### config.mk
export PLATFORM = sky130hd
export DESIGN_NAME = calculator_controller
export DESIGN_NICKNAME = d
export VERILOG_FILES = /design/src/rtl/calc_pkg.sv /design/src/rtl/btn_sync_edge.sv /design/src/rtl/calculator_controller.sv
export SDC_FILE = /design/constraint.sdc
export NUM_CORES = 1
export LEC_CHECK = 0
export CAP_MARGIN = 20
export CORE_MARGIN = 8
export CORE_UTILIZATION = 36
export CTS_CLUSTER_DIAMETER = 30
export CTS_CLUSTER_SIZE = 24
export DETAILED_ROUTE_END_ITERATION = 6
export PLACE_DENSITY = 0.58
export SYNTH_ARGS = -nofsm -noshare
export SYNTH_HDL_FRONTEND = slang
export SYNTH_SLANG_ARGS = --single-unit
### constraint.sdc
create_clock -name clk -period 2.05 [get_ports clk]
set_input_delay 0.615 -clock clk [delete_from_list [all_inputs] [get_ports clk]]
set_output_delay 0.615 -clock clk [all_outputs]
set_load 0.05 [all_outputs]
### src/rtl/calc_pkg.sv
// Shared encodings for the calculator controller: datapath commands, compute
// selects, FSM state encoding and LED phase values.
package calc_pkg;

  localparam logic [2:0] OP_NOP     = 3'b000;
  localparam logic [2:0] OP_LOAD_A  = 3'b001;
  localparam logic [2:0] OP_LOAD_B  = 3'b011;
  localparam logic [2:0] OP_COMPUTE = 3'b101;

  localparam logic [1:0] CMP_ADD = 2'b00;
  localparam logic [1:0] CMP_SUB = 2'b01;
  localparam logic [1:0] CMP_MUL = 2'b10;
  localparam logic [1:0] CMP_DIV = 2'b11;

  localparam logic [1:0] PH_A   = 2'b00;
  localparam logic [1:0] PH_B   = 2'b01;
  localparam logic [1:0] PH_OP  = 2'b10;
  localparam logic [1:0] PH_RES = 2'b11;

  typedef enum logic [2:0] {
    ST_WAIT_A  = 3'd0,
    ST_LOAD_A  = 3'd1,
    ST_WAIT_B  = 3'd2,
    ST_LOAD_B  = 3'd3,
    ST_WAIT_OP = 3'd4,
    ST_EXEC    = 3'd5,
    ST_SHOW    = 3'd6
  } state_e;

  function automatic logic [2:0] state_op(state_e s);
    case (s)
      ST_LOAD_A: state_op = OP_LOAD_A;
      ST_LOAD_B: state_op = OP_LOAD_B;
      ST_EXEC:   state_op = OP_COMPUTE;
      default:   state_op = OP_NOP;
    endcase
  endfunction

  function automatic logic [1:0] state_phase(state_e s);
    case (s)
      ST_WAIT_A, ST_LOAD_A:           state_phase = PH_A;
      ST_WAIT_B, ST_LOAD_B:           state_phase = PH_B;
      ST_WAIT_OP, ST_EXEC:            state_phase = PH_OP;
      default:                        state_phase = PH_RES;
    endcase
  endfunction

endpackage

### src/rtl/btn_sync_edge.sv
// Button synchronizer plus one-cycle rising-edge pulse; a level held through
// reset never produces a pulse.
module btn_sync_edge #(
  parameter int SYNC_STAGES = 2
) (
  input  logic clk,
  input  logic reset,
  input  logic btn_i,
  output logic pulse_o
);

  logic [SYNC_STAGES-1:0] sync_q;
  logic [SYNC_STAGES-1:0] fill_q;
  logic                   prev_q;
  logic                   sync_w;

  assign sync_w = sync_q[SYNC_STAGES-1];

  // prev stays high until the synchronizer has flushed its reset zeros, so a
  // button already held at reset release is treated as an old level.
  always_ff @(posedge clk or negedge reset) begin
    if (!reset) begin
      sync_q <= '0;
      fill_q <= '0;
      prev_q <= 1'b1;
    end else begin
      sync_q <= {sync_q[SYNC_STAGES-2:0], btn_i};
      fill_q <= {fill_q[SYNC_STAGES-2:0], 1'b1};
      prev_q <= fill_q[SYNC_STAGES-1] ? sync_w : 1'b1;
    end
  end

  assign pulse_o = fill_q[SYNC_STAGES-1] & sync_w & ~prev_q;

endmodule

### src/rtl/calculator_controller.sv
// Sequences operand/operation entry from board buttons into datapath commands
// and reports phase, result-valid and error as registered LED outputs.
module calculator_controller
  import calc_pkg::*;
#(
  parameter int TIMEOUT     = 16,
  parameter int SYNC_STAGES = 2
) (
  input  logic       clk,
  input  logic       reset,
  input  logic       enter,
  input  logic       clear,
  input  logic [3:0] sw_data,
  input  logic [1:0] sw_op,
  input  logic       dp_done,
  input  logic       dp_div_by_zero,
  output logic [3:0] data_in,
  output logic [2:0] op_code,
  output logic [1:0] compute_op,
  output logic [1:0] phase,
  output logic       result_valid,
  output logic       error
);

  localparam int CW = (TIMEOUT > 2) ? $clog2(TIMEOUT) : 1;
  localparam logic [CW-1:0] CNT_LAST = CW'(TIMEOUT - 1);

  logic ent_pulse, clr_pulse;

  btn_sync_edge #(.SYNC_STAGES(SYNC_STAGES)) u_enter (
    .clk(clk), .reset(reset), .btn_i(enter), .pulse_o(ent_pulse)
  );

  btn_sync_edge #(.SYNC_STAGES(SYNC_STAGES)) u_clear (
    .clk(clk), .reset(reset), .btn_i(clear), .pulse_o(clr_pulse)
  );

  state_e        state_q, state_d;
  logic [3:0]    data_in_q, data_in_d;
  logic [2:0]    op_code_q, op_code_d;
  logic [1:0]    cop_q, cop_d;
  logic [1:0]    phase_q, phase_d;
  logic          rv_q, rv_d;
  logic          err_q, err_d;
  logic [CW-1:0] cnt_q, cnt_d;

  always_ff @(posedge clk or negedge reset) begin
    if (!reset) begin
      state_q   <= ST_WAIT_A;
      data_in_q <= '0;
      op_code_q <= OP_NOP;
      cop_q     <= CMP_ADD;
      phase_q   <= PH_A;
      rv_q      <= 1'b0;
      err_q     <= 1'b0;
      cnt_q     <= '0;
    end else begin
      state_q   <= state_d;
      data_in_q <= data_in_d;
      op_code_q <= op_code_d;
      cop_q     <= cop_d;
      phase_q   <= phase_d;
      rv_q      <= rv_d;
      err_q     <= err_d;
      cnt_q     <= cnt_d;
    end
  end

  always_comb begin
    state_d   = state_q;
    data_in_d = data_in_q;
    cop_d     = cop_q;
    rv_d      = rv_q;
    err_d     = err_q;
    cnt_d     = cnt_q;
    if (clr_pulse) begin
      state_d = ST_WAIT_A;
      rv_d    = 1'b0;
      err_d   = 1'b0;
    end else begin
      case (state_q)
        ST_WAIT_A: if (ent_pulse) begin
          data_in_d = sw_data;
          state_d   = ST_LOAD_A;
        end
        ST_LOAD_A: state_d = ST_WAIT_B;
        ST_WAIT_B: if (ent_pulse) begin
          data_in_d = sw_data;
          state_d   = ST_LOAD_B;
        end
        ST_LOAD_B: state_d = ST_WAIT_OP;
        ST_WAIT_OP: if (ent_pulse) begin
          cop_d   = sw_op;
          cnt_d   = '0;
          state_d = ST_EXEC;
        end
        ST_EXEC: begin
          cnt_d = cnt_q + CW'(1);
          // done seen on the timeout cycle still counts as a real result
          if (dp_done) begin
            state_d = ST_SHOW;
            rv_d    = 1'b1;
            err_d   = dp_div_by_zero;
          end else if (cnt_q == CNT_LAST) begin
            state_d = ST_SHOW;
            rv_d    = 1'b0;
            err_d   = 1'b1;
          end
        end
        ST_SHOW: if (ent_pulse) begin
          state_d = ST_WAIT_A;
          rv_d    = 1'b0;
          err_d   = 1'b0;
        end
        default: state_d = ST_WAIT_A;
      endcase
    end
    op_code_d = state_op(state_d);
    phase_d   = state_phase(state_d);
  end

  assign data_in      = data_in_q;
  assign op_code      = op_code_q;
  assign compute_op   = cop_q;
  assign phase        = phase_q;
  assign result_valid = rv_q;
  assign error        = err_q;

endmodule

==> results by stage <==
Clock tree:
- No sink is reached through more buffers than the 2 on the longest clock path.
- In this run the number of H-tree levels came out at 1.
- In this run the post-CTS setup repair buffer count came out at 0.
- The hold-fix buffer count after cts is 0.
- TritonCTS built the clock tree.
- The clock sink count is 27.
- Buffers inserted during clock tree synthesis total 3.
- Gates resized during post-CTS repair numbered 0.
- The clock root buffer is clkbuf_4.
- The post-CTS clock slew at the launch and capture registers of the worst setup and hold paths is 150 ps.
- The clock reaches the later pin of the worst-skew pair after 320 ps.

Pwr:
- Summing internal, switching and leakage power gives 1.06 mW.
- The total power divided by cell area is 746 nW/um2.
- The peak supply drop is 254 uV.
- For this design the static power due to leakage is 0.621 nW.

Setup path:
- The worst register-to-register path has a depth of 3.
- On the worst path, the slowest cell contributes a delay of 530 ps.
- Traced cell by cell, the critical path runs through buf_4.
- The number of buffers and inverters on the critical path is 1.
- The cell family contributing the most delay on the critical path is flip-flops.
- The slowest stage of the critical path is the dfrtp_1 cell.
- The nature of the critical path endpoint is an output port.
- The signal arrival time at the worst endpoint is 1100 ps.
- The startpoint class of the critical path is a register.
- In this run the register-to-register setup slack is 390 ps.
- The worst setup path is of the reg2out kind.
- The critical-path maximum fanout is 8.
- The endpoint identified for the worst register-to-register timing path is cnt_q[3].
- STA puts the critical path data required time at 1430 ps.
- The critical register-to-register path startpoint is u_clear.prev_q.

GRT:
- The via count of the first global-routing pass is 786.
- The initial antenna violation count is 0.
- The total routing resource utilization after global routing is 8.79%.
- The first-pass GRT wire length is 3680 um.
- The total overflow left after global routing is 0.
- The largest net degree at the start of global routing is 28.

Yosys:
- After Yosys synthesis, full adders, half adders and majority gates account for 1.09% of the synthesized area.
- After synthesis, the largest family of logic cells by area is simple AND/OR/NAND/NOR gates.
- In the post-synthesis netlist, the biggest area contributors are dfrtp_1 54%, dfstp_2 4.6%, mux2_2 3.9%.
- Sequential cells were found to cover 59.0% of the synthesized design area.
- The synthesized design devotes to its leading area cell type 54.5% of total area.
- The portion of synthesized area spent on multiplexers is 6.54%.
- The xor/xnor share of the synthesized area is 0.763%.
- The simple-gate share of the synthesized area is 20.2%.
- The synthesized netlist devotes 8.93% of its cell area to compound gates.
- The cell taking the most area after synthesis is dfrtp_1.
- In this run, synthesis produced a sequential element count of 27.
- The total of warnings raised by yosys is 0.
- The synthesized netlist occupies a cell area of 1150 um2.
- The number of distinct library cells after synthesis is 39.
- Synthesis produced a netlist whose cell count is 88.
- Each instance of the synthesized netlist takes up on average 13.1 um2.
- The net count after synthesis is 101.

Finish:
- The antenna diode instance count is 0.
- The filler cells instantiated in the layout total 303.
- Cells fill 46.5% of the core in the end.
- The area used by multi-input combinational logic is 434 um2.
- The layout overhead on the synthesized area is 23.6%.
- In the layout the commonest cells are 25 x dfrtp_1, 14 x buf_4, 11 x clkdlybuf4s50_1, 6 x nor3_1.
- After the last flow step, the layout net total stands at 127.
- The proportion of layout cells with a drive suffix above 1 is 28.3%.
- The most common cell after layout, fill and taps aside is dfrtp_1.
- The sequential cell area is 678 um2.

STA:
- Setup violations remaining at the end of the flow were counted as 0.
- The number of pins with negative max-slew slack in the final report was 0.
- The post-layout minimum cycle time is 1720 ps.
- The summed negative setup slack over all endpoints is 0 ps.
- Setup slack on the critical path of the routed design comes to 332 ps.
- Dividing the final minimum period by the clock period gives 83.8%.
- The final number of hold-violating endpoints is 0.
- Setup repair after global routing left no endpoint under its margin.
- The highest clock rate is 0.582 GHz.
- The worst hold slack across all endpoints is 370 ps.
- Clock skew on the completed layout was measured at 3.21 ps.

Drt:
- In the routed design, unresolved DRC markers number 0.
- After detailed routing, the total wire length is 2240 um.
- The pre-antenna-repair detailed-routing pass consisted of 4 iterations.
- In the final routed layout, each cell accounts on average for 14.3 um.
- Once detail routing completed, the nets flagged for antenna violations numbered 0.
- The number of vias per cell after detailed routing is 5.05.
- The routed layout has 793 vias.
- The detailed router's first-iteration violation count is 25.

Floorplan:
- The number of cell rows is 20.
- The total die area is 5250 um2.
- The initial utilization of the core area, before any placement, comes to 37.6%.
- The overall die width is 72.5 um.
- After floorplanning, the core was sized to cover 3050 um2.
- During I/O placement, the number of pins put on the boundary was 25.
- In this run the vertical extent of the chip is 72.5 um.

Run:
- The count of max-cap constraint violations is 0.

Placed design:
- After legalization and detailed placement, the total HPWL measured 1650 um.
- The number of input and output port buffers inserted is 24.
- The worst-case setup slack after placement is 159 ps.
- At the end of routability-driven placement, the weighted congestion stood at 0.767.

Worst hold path:
- The cell depth of the worst min-delay path is 0.
- In this run the worst hold path is classified as reg2reg.
- The endpoint of the worst hold path is u_clear.fill_q[1].
- The startpoint identified for the worst hold timing path is u_clear.fill_q[0].

Status:
- The run finished with clean final reports.
[report_power, final]
group / leakage (nW) / switching, mW / internal, mW
Clock: 0.0139 / 0.163 / 0.0745
Sequential: 0.343 / 0.0267 / 0.569
Combinational: 0.264 / 0.141 / 0.0852
Total: 0.621 / 0.330 / 0.729
[cell usage after synthesis]
cell type and instances:
a2111oi_0 1, a211o_1 1, a211oi_1 1, a21o_1 1
a21oi_1 3, a221o_1 2, a31o_2 1, a31oi_1 1
a32o_1 1, and3_1 1, and3b_1 1, and4bb_2 1
buf_2 2, buf_4 1, buf_6 1, conb_1 1
dfrtp_1 25, dfstp_2 2, ha_1 1, inv_1 2
mux2_2 4, mux2_4 2, nand2_1 2, nand2b_1 1
nand2b_4 1, nand3_1 2, nand3b_1 1, nand4bb_4 1
nor2_1 2, nor2b_1 3, nor3_1 6, nor3_2 1
nor3b_1 2, nor4_1 4, o21ai_0 2, or2b_1 1
or3_1 1, or3_4 1, xnor2_1 1
[routing by layer]
| layer | up-vias | global-route usage (%) | routed length (um) |
|---|---|---|---|
| met5 | - | 0 | 0 |
| met3 | 2 | 2.75 | 132 |
| met4 | 0 | 4.00 | 26 |
| met2 | 19 | 13.0 | 1080 |
| li1 | 375 | - | - |
| met1 | 397 | 11.3 | 999 |
[kinds of logic after synthesis]
logic type                 Yosys count
buffers and inverters                6
AOI/OAI and AO/OA                   14
DFF                                 27
muxes                                6
xor gates and xnor gates             1
and+or+nand+nor                     32
adders and majority gates            1
other                                1
[cell type report]
| cell class | instances | area share [%] |
|---|---|---|
| timing repair buffer | 25 | 15.2 |
| clock inverter | 1 | 0.529 |
| tap | 44 | 3.88 |
| clock buffer | 3 | 1.59 |
| multi-input combinational | 55 | 30.6 |
| inverter | 2 | 0.529 |
| sequential | 27 | 47.8 |
[metrics by stage]
stage                     area [um2]  std cells
after floorplan                 1150         88
after global placement          1390        153
after detailed placement        1390        153
after CTS                       1420        157
after global routing            1420        157
final                           1420        157
[how the worst max path moves through the flow]
stage	from	end	slack (ps)	cells past startpoint
2_1_floorplan	state_q[0]	compute_op[0]	600	4
3_3_place_gp	dp_done	result_valid	200	4
3_5_place_dp	dp_done	result_valid	160	4
4_1_cts	phase[0]	phase[0]	330	1
5_1_grt	phase[0]	phase[0]	260	1
6_report	phase[0]	phase[0]	330	1
[sequential cells by signal (all words and copies together) (netlist names)]
register,flops
op_code,3
result_valid,1
phase,2
data_in,4
state_q,2
compute_op,2
u_enter.prev_q,1
u_clear.prev_q,1
cnt_q,4
error,1
u_clear.fill_q,2
u_enter.sync_q,2
u_clear.sync_q,2
No activity file was read; power rests on OpenSTA's default activity.
